==> src/rtl/hog_frame_ctrl.sv <==
// hog_frame_ctrl: frame-level scheduler in front of the hog_svm pipeline.
// Fetches FRAME_WORDS pixel words per frame and hands them to the pipeline
// over the request/ready handshake. It also counts scored slide windows and
// queues positive detections in a small FIFO for the host.
// Optional drain watchdog: define HOG_FRAME_CTRL_TIMEOUT_EN to compile it in.
module hog_frame_ctrl #(
    parameter int PIX_W       = 8,
    parameter int PIX_N       = 96,
    parameter int ADDR_W      = 16,
    parameter int FRAME_WORDS = 200,
    parameter int SW_W        = 11,
    parameter int SW_N        = 105,
    parameter int RES_W       = 32,
    parameter int FIFO_D      = 8,
    parameter int TO_CYC      = 4096
) (
    input  logic                   clk,
    input  logic                   rst,
    input  logic                   start,
    input  logic [ADDR_W-1:0]      base_addr,
    output logic                   busy,
    output logic                   done,
    output logic                   mem_rd,
    output logic [ADDR_W-1:0]      mem_addr,
    input  logic                   mem_rvalid,
    input  logic [PIX_W*PIX_N-1:0] mem_rdata,
    input  logic                   hog_request,
    output logic                   hog_ready,
    output logic [PIX_W*PIX_N-1:0] hog_data,
    input  logic                   svm_valid,
    input  logic                   svm_is_person,
    input  logic [RES_W-1:0]       svm_result,
    input  logic [SW_W-1:0]        svm_sw_id,
    output logic                   det_valid,
    input  logic                   det_ready,
    output logic [SW_W-1:0]        det_sw_id,
    output logic [RES_W-1:0]       det_score,
    output logic [7:0]             det_count,
    output logic                   overflow,
    output logic                   timeout
);

    localparam int DATA_W = PIX_W * PIX_N;
    localparam int ENT_W  = SW_W + RES_W;
    localparam int PTR_W  = $clog2(FIFO_D);
    localparam int WC_W   = $clog2(FRAME_WORDS + 1);

    localparam logic [WC_W-1:0] LAST_WORD = WC_W'(FRAME_WORDS - 1);
    localparam logic [SW_W:0]   SW_N_L    = (SW_W + 1)'(SW_N);

    localparam logic [2:0] ST_IDLE     = 3'd0;
    localparam logic [2:0] ST_WAIT_REQ = 3'd1;
    localparam logic [2:0] ST_WAIT_MEM = 3'd2;
    localparam logic [2:0] ST_SEND     = 3'd3;
    localparam logic [2:0] ST_DRAIN    = 3'd4;
    localparam logic [2:0] ST_DONE     = 3'd5;

    logic [2:0]        state_q, state_d;
    logic [ADDR_W-1:0] addr_q, addr_d;
    logic [WC_W-1:0]   word_cnt_q, word_cnt_d;
    logic [SW_W-1:0]   win_cnt_q, win_cnt_d;
    logic              mem_rd_q, mem_rd_d;
    logic [DATA_W-1:0] hog_data_q, hog_data_d;
    logic [SW_W:0]     win_ext;
    logic              win_reached;
    logic              frame_active;
    logic              start_acc;

`ifdef HOG_FRAME_CTRL_TIMEOUT_EN
    localparam int            TO_W    = $clog2(TO_CYC + 1);
    localparam logic [TO_W-1:0] TO_LAST = TO_W'(TO_CYC - 1);
    logic [TO_W-1:0] to_cnt_q, to_cnt_d;
    logic            timeout_q, timeout_d;
`else
    localparam int unused_to_cyc = TO_CYC;
`endif

    logic [ENT_W-1:0]  fifo_mem [FIFO_D];
    logic [PTR_W:0]    wr_ptr_q, rd_ptr_q;
    logic              fifo_empty, fifo_full;
    logic              push_req, push_ok, pop;
    logic [7:0]        det_count_q;
    logic              overflow_q;

    assign frame_active = (state_q == ST_WAIT_REQ) || (state_q == ST_WAIT_MEM) ||
                          (state_q == ST_SEND)     || (state_q == ST_DRAIN);
    assign start_acc    = (state_q == ST_IDLE) && start;

    // A window count already at SW_N (or reaching it now) ends the drain; the
    // >= form keeps the frame from stalling if windows finish before the fetch.
    assign win_ext     = {1'b0, win_cnt_q};
    assign win_reached = (win_ext >= SW_N_L) || (svm_valid && ((win_ext + 1'b1) >= SW_N_L));

    // Next-state logic for the fetch/drain sequencer and its counters
    always_comb begin
        state_d    = state_q;
        addr_d     = addr_q;
        word_cnt_d = word_cnt_q;
        win_cnt_d  = win_cnt_q;
        mem_rd_d   = 1'b0;
        hog_data_d = hog_data_q;
`ifdef HOG_FRAME_CTRL_TIMEOUT_EN
        to_cnt_d   = '0;
        timeout_d  = timeout_q;
`endif
        if (frame_active && svm_valid) begin
            win_cnt_d = win_cnt_q + 1'b1;
        end
        case (state_q)
            ST_IDLE: begin
                if (start) begin
                    state_d    = ST_WAIT_REQ;
                    addr_d     = base_addr;
                    word_cnt_d = '0;
                    win_cnt_d  = '0;
`ifdef HOG_FRAME_CTRL_TIMEOUT_EN
                    timeout_d  = 1'b0;
`endif
                end
            end
            ST_WAIT_REQ: begin
                if (hog_request) begin
                    mem_rd_d = 1'b1;
                    state_d  = ST_WAIT_MEM;
                end
            end
            ST_WAIT_MEM: begin
                if (mem_rvalid) begin
                    hog_data_d = mem_rdata;
                    state_d    = ST_SEND;
                end
            end
            ST_SEND: begin
                addr_d     = addr_q + 1'b1;
                word_cnt_d = word_cnt_q + 1'b1;
                state_d    = (word_cnt_q == LAST_WORD) ? ST_DRAIN : ST_WAIT_REQ;
            end
            ST_DRAIN: begin
                if (win_reached) begin
                    state_d = ST_DONE;
                end
`ifdef HOG_FRAME_CTRL_TIMEOUT_EN
                else if (svm_valid) begin
                    to_cnt_d = TO_W'(1);
                end else if (to_cnt_q == TO_LAST) begin
                    timeout_d = 1'b1;
                    state_d   = ST_DONE;
                end else begin
                    to_cnt_d = to_cnt_q + 1'b1;
                end
`endif
            end
            ST_DONE: begin
                state_d = ST_IDLE;
            end
            default: begin
                state_d = ST_IDLE;
            end
        endcase
    end

    // Sequencer state registers, cleared by reset so any frame is aborted
    always_ff @(posedge clk or negedge rst) begin
        if (!rst) begin
            state_q    <= ST_IDLE;
            addr_q     <= '0;
            word_cnt_q <= '0;
            win_cnt_q  <= '0;
            mem_rd_q   <= 1'b0;
            hog_data_q <= '0;
`ifdef HOG_FRAME_CTRL_TIMEOUT_EN
            to_cnt_q   <= '0;
            timeout_q  <= 1'b0;
`endif
        end else begin
            state_q    <= state_d;
            addr_q     <= addr_d;
            word_cnt_q <= word_cnt_d;
            win_cnt_q  <= win_cnt_d;
            mem_rd_q   <= mem_rd_d;
            hog_data_q <= hog_data_d;
`ifdef HOG_FRAME_CTRL_TIMEOUT_EN
            to_cnt_q   <= to_cnt_d;
            timeout_q  <= timeout_d;
`endif
        end
    end

    assign fifo_empty = (wr_ptr_q == rd_ptr_q);
    assign fifo_full  = (wr_ptr_q[PTR_W] != rd_ptr_q[PTR_W]) &&
                        (wr_ptr_q[PTR_W-1:0] == rd_ptr_q[PTR_W-1:0]);
    assign pop        = !fifo_empty && det_ready;
    assign push_req   = frame_active && svm_valid && svm_is_person;
    assign push_ok    = push_req && (!fifo_full || pop);

    // Detection FIFO pointers plus the per-frame positive count and drop flag
    always_ff @(posedge clk or negedge rst) begin
        if (!rst) begin
            wr_ptr_q    <= '0;
            rd_ptr_q    <= '0;
            det_count_q <= '0;
            overflow_q  <= 1'b0;
        end else begin
            if (push_ok) begin
                wr_ptr_q <= wr_ptr_q + 1'b1;
            end
            if (pop) begin
                rd_ptr_q <= rd_ptr_q + 1'b1;
            end
            if (start_acc) begin
                det_count_q <= '0;
                overflow_q  <= 1'b0;
            end else if (push_req) begin
                if (det_count_q != 8'hFF) begin
                    det_count_q <= det_count_q + 1'b1;
                end
                if (!push_ok) begin
                    overflow_q <= 1'b1;
                end
            end
        end
    end

    // FIFO storage; contents need no reset because the head is masked when empty
    always_ff @(posedge clk) begin
        if (push_ok) begin
            fifo_mem[wr_ptr_q[PTR_W-1:0]] <= {svm_sw_id, svm_result};
        end
    end

    assign busy      = frame_active;
    assign done      = (state_q == ST_DONE);
    assign mem_rd    = mem_rd_q;
    assign mem_addr  = addr_q;
    assign hog_ready = (state_q == ST_SEND);
    assign hog_data  = hog_data_q;
    assign det_valid = !fifo_empty;
    assign {det_sw_id, det_score} = fifo_empty ? '0 : fifo_mem[rd_ptr_q[PTR_W-1:0]];
    assign det_count = det_count_q;
    assign overflow  = overflow_q;
`ifdef HOG_FRAME_CTRL_TIMEOUT_EN
    assign timeout   = timeout_q;
`else
    assign timeout   = 1'b0;
`endif

endmodule

==> config.mk <==
export PLATFORM = sky130hd
export DESIGN_NAME = hog_frame_ctrl
export DESIGN_NICKNAME = d
export VERILOG_FILES = /design/src/rtl/hog_frame_ctrl.sv
export SDC_FILE = /design/constraint.sdc
export NUM_CORES = 1
export LEC_CHECK = 0
export CAP_MARGIN = 20
export CORE_AREA = 2 2 653 655
export CTS_BUF_LIST = sky130_fd_sc_hd__clkbuf_4
export DETAILED_ROUTE_END_ITERATION = 12
export DIE_AREA = 0 0 655 657
export GPL_ROUTABILITY_DRIVEN = 0
export PLACE_DENSITY = 0.3
export SYNTH_ARGS = -nofsm -noshare
export SYNTH_HDL_FRONTEND = slang
export SYNTH_SLANG_ARGS = --single-unit
==> constraint.sdc <==
create_clock -name clk -period 9 [get_ports clk]
set_input_delay 1.8 -clock clk [delete_from_list [all_inputs] [get_ports clk]]
set_output_delay 1.8 -clock clk [all_outputs]
set_load 0.005 [all_outputs]
==> metrics.csv <==
metric;value;unit
outcome;finished, final reports clean;
grt-busiest-layer;met2;
critPathMaxFanout;39;
syn_area;0.0444;mm²
utilization;17.3;%
yosysSeqAreaShare;69.7;%
grt_pass1_wl;385;mm
antenna_left;0;
power_density;344;mW/mm²
clkTransAtPathRegs;70;ps
hpwl;250;mm
grt_max_degree;164;
num_rows;239;
relSlewSlack;15.0;%
final_cell_mix;clkdlybuf4s50_1, dfrtp_1, mux2_2;
overflow;0;
arrival;4600;ps
synthFlopType;dfrtp_1;
cts_root_buffer;clkbuf_4;
maxCapViolCount;0;
cts_tree;built;
seqPwrFrac;35.6;%
gr-usage-met3;5.13;%
start_kind;register;
cts_buffers;379;
fin_crit;6400;ps
grt_antenna_before_repair;269;
fin_area;0.0731;mm²
rsz0062_at_grt;no;
fmax;156;MHz
worstPathRequired;7200;ps
yosys.area_share.adder;0.225;%
fin_nets;5312;
syn_avg_cell_area;17.7;µm²
p_int;16200;µW
ys_ff_latch;1168;
areaGrowthSynthToFinish;64.5;%
die_height;657;µm
cts.path.max_buffers;4;
grt_util_met2;23.6;%
synth-compound-area-share;0.890;%
clkLatencyLatePin;1400;ps
yosys_warnings;0;
drt_iter0_markers;1706;
switching_share;35.8;%
postCtsHoldBufs;0;
tns;0;ps
wl_per_cell;29.4;µm
finalCritPeriodShare;71.1;%
vias_per_cell;3.11;
die-area;0.430;mm²
setup_viol;0;
slew_violations;0;
clock_skew;194;ps
cp-end-kind;primary output;
synth_top_family_by_area;multiplexers;
syn_nets;3354;
via_count;32562;
ys_types;54;
hp-class;in2async;
final_common_cell;clkdlybuf4s50_1;
static-leakage-power;0.0269;µW
initial_core_util;10.5;%
die_x;655;µm
drc;0;
drtPass1Iterations;4;
netlist_instances;2511;
cts_resized;0;
gr-usage-met1;15.5;%
p_comb_share;41.6;%
post-cts-setup-buffers;0;
switching_power;9000;µW
dp.cells;9751;
hold_viol;0;
wl;307;mm
clock-sinks;1168;
clockPowerShare;22.7;%
yosys.area_share.simple;2.31;%
setup.worst_path.class;reg2out;
drive_above_1_share;31.5;%
synth_xor_area_share;0.414;%
io_buffer_count;1675;
worst_slew_pin_slew;1270;ps
grt_use_total;13.8;%
coreArea;0.423;mm²
fin_cells;10463;
ir_drop;0.138;mV
placed_area;0.0681;mm²
pin_count;1677;
synthArstFlopShare;70.5;%
synth-edff-count;344;
grt_pass1_vias;33902;
synthMuxAreaShare;25.0;%
h-tree-depth;5;
## cells in the mapped netlist (all sizes together) (13+ instances only)
cell    count  share of area (%)
edfxtp    344                 23
o21ai      15               0.19
xor2       14               0.28
mux4       86                4.4
mux2i      48                1.1
dfrtp     824                 46
mux2      770                 20
nand4      13               0.22
buf       108                1.2
nand2      41               0.35
nor2       83               0.70
clkbuf     24               0.21
nand3      21               0.24
## cell families after synthesis
kind of cell / count (synthesis)
DFF: 1168
muxes: 904
and+or+nand+nor: 209
buffers and inverters: 143
AOI/OAI and AO/OA: 57
xor gates and xnor gates: 21
adders and majority gates: 8
other: 1
## state kept, by name, summed over array words and instances (netlist names)
signal / cells
word_cnt_q: 8
mem_rd: 1
wr_ptr_q: 4
win_cnt_q: 11
rd_ptr_q: 4
mem_addr: 16
det_count: 8
overflow: 1
hog_data: 768
state_q: 3
fifo_mem: 344
## routing by layer
layer | share of wire, % | vias up
met2 | 49 | 1708
met3 | 9.2 | 771
met4 | 4.1 | 106
li1 | - | 13561
met1 | 38 | 16416
met5 | 0.22 | -
## layout make-up
class | count | area, µm²
Antenna cell | 57 | 143
Clock buffer | 554 | 4160
Clock inverter | 101 | 627
Fill cell | 46510 | 350000
Inverter | 11 | 41.3
Multi-Input combinational cell | 1200 | 12900
Sequential cell | 1168 | 31000
Tap cell | 5663 | 7090
Timing Repair Buffer | 1709 | 17200
## power by group through the flow
stage | clock network [µW] | logic, µW | registers, µW
finish | 5720 | 10500 | 8960
CTS | 6110 | 11000 | 8990
global route | 6330 | 11100 | 9210
global placement | 0 | 10900 | 9040
detailed placement | 0 | 10900 | 9070
floorplan | 0 | 3280 | 8560
## path summary, 6_finish.rpt
| check | cells past startpoint | startpoint | slack, ps | to |
|---|---|---|---|---|
| setup / recovery | 5 | rd_ptr_q[0] | 2600 | det_sw_id[1] |
| hold / removal | 1 | rst | 410 | hog_data[551] |
| setup reg to reg | 5 | state_q[0] | 5250 | hog_data[66] |
| hold reg to reg | 1 | word_cnt_q[7] | 480 | word_cnt_q[7] |
| max in group asynchronous | 3 | rst | 6540 | hog_data[355] |
| min in group clk | 1 | word_cnt_q[7] | 480 | word_cnt_q[7] |
## stage by stage
stage	worst slack [ps]	total power [µW]	hold WS, ps
after global placement	3860	20000	470
after detailed placement	3900	20000	475
after CTS	2170	26100	181
after floorplan	2940	11800	445
after global routing	2150	26700	274
final	2600	25200	409
## worst max-delay path: stages (launching register included)
cell and delay [ps]:
dfrtp_4 740, buf_4 770, mux4_2 590, mux2i_1 380, nor2_1 160, clkdlybuf4s50_1 520
No activity file was read; power rests on OpenSTA's default activity.
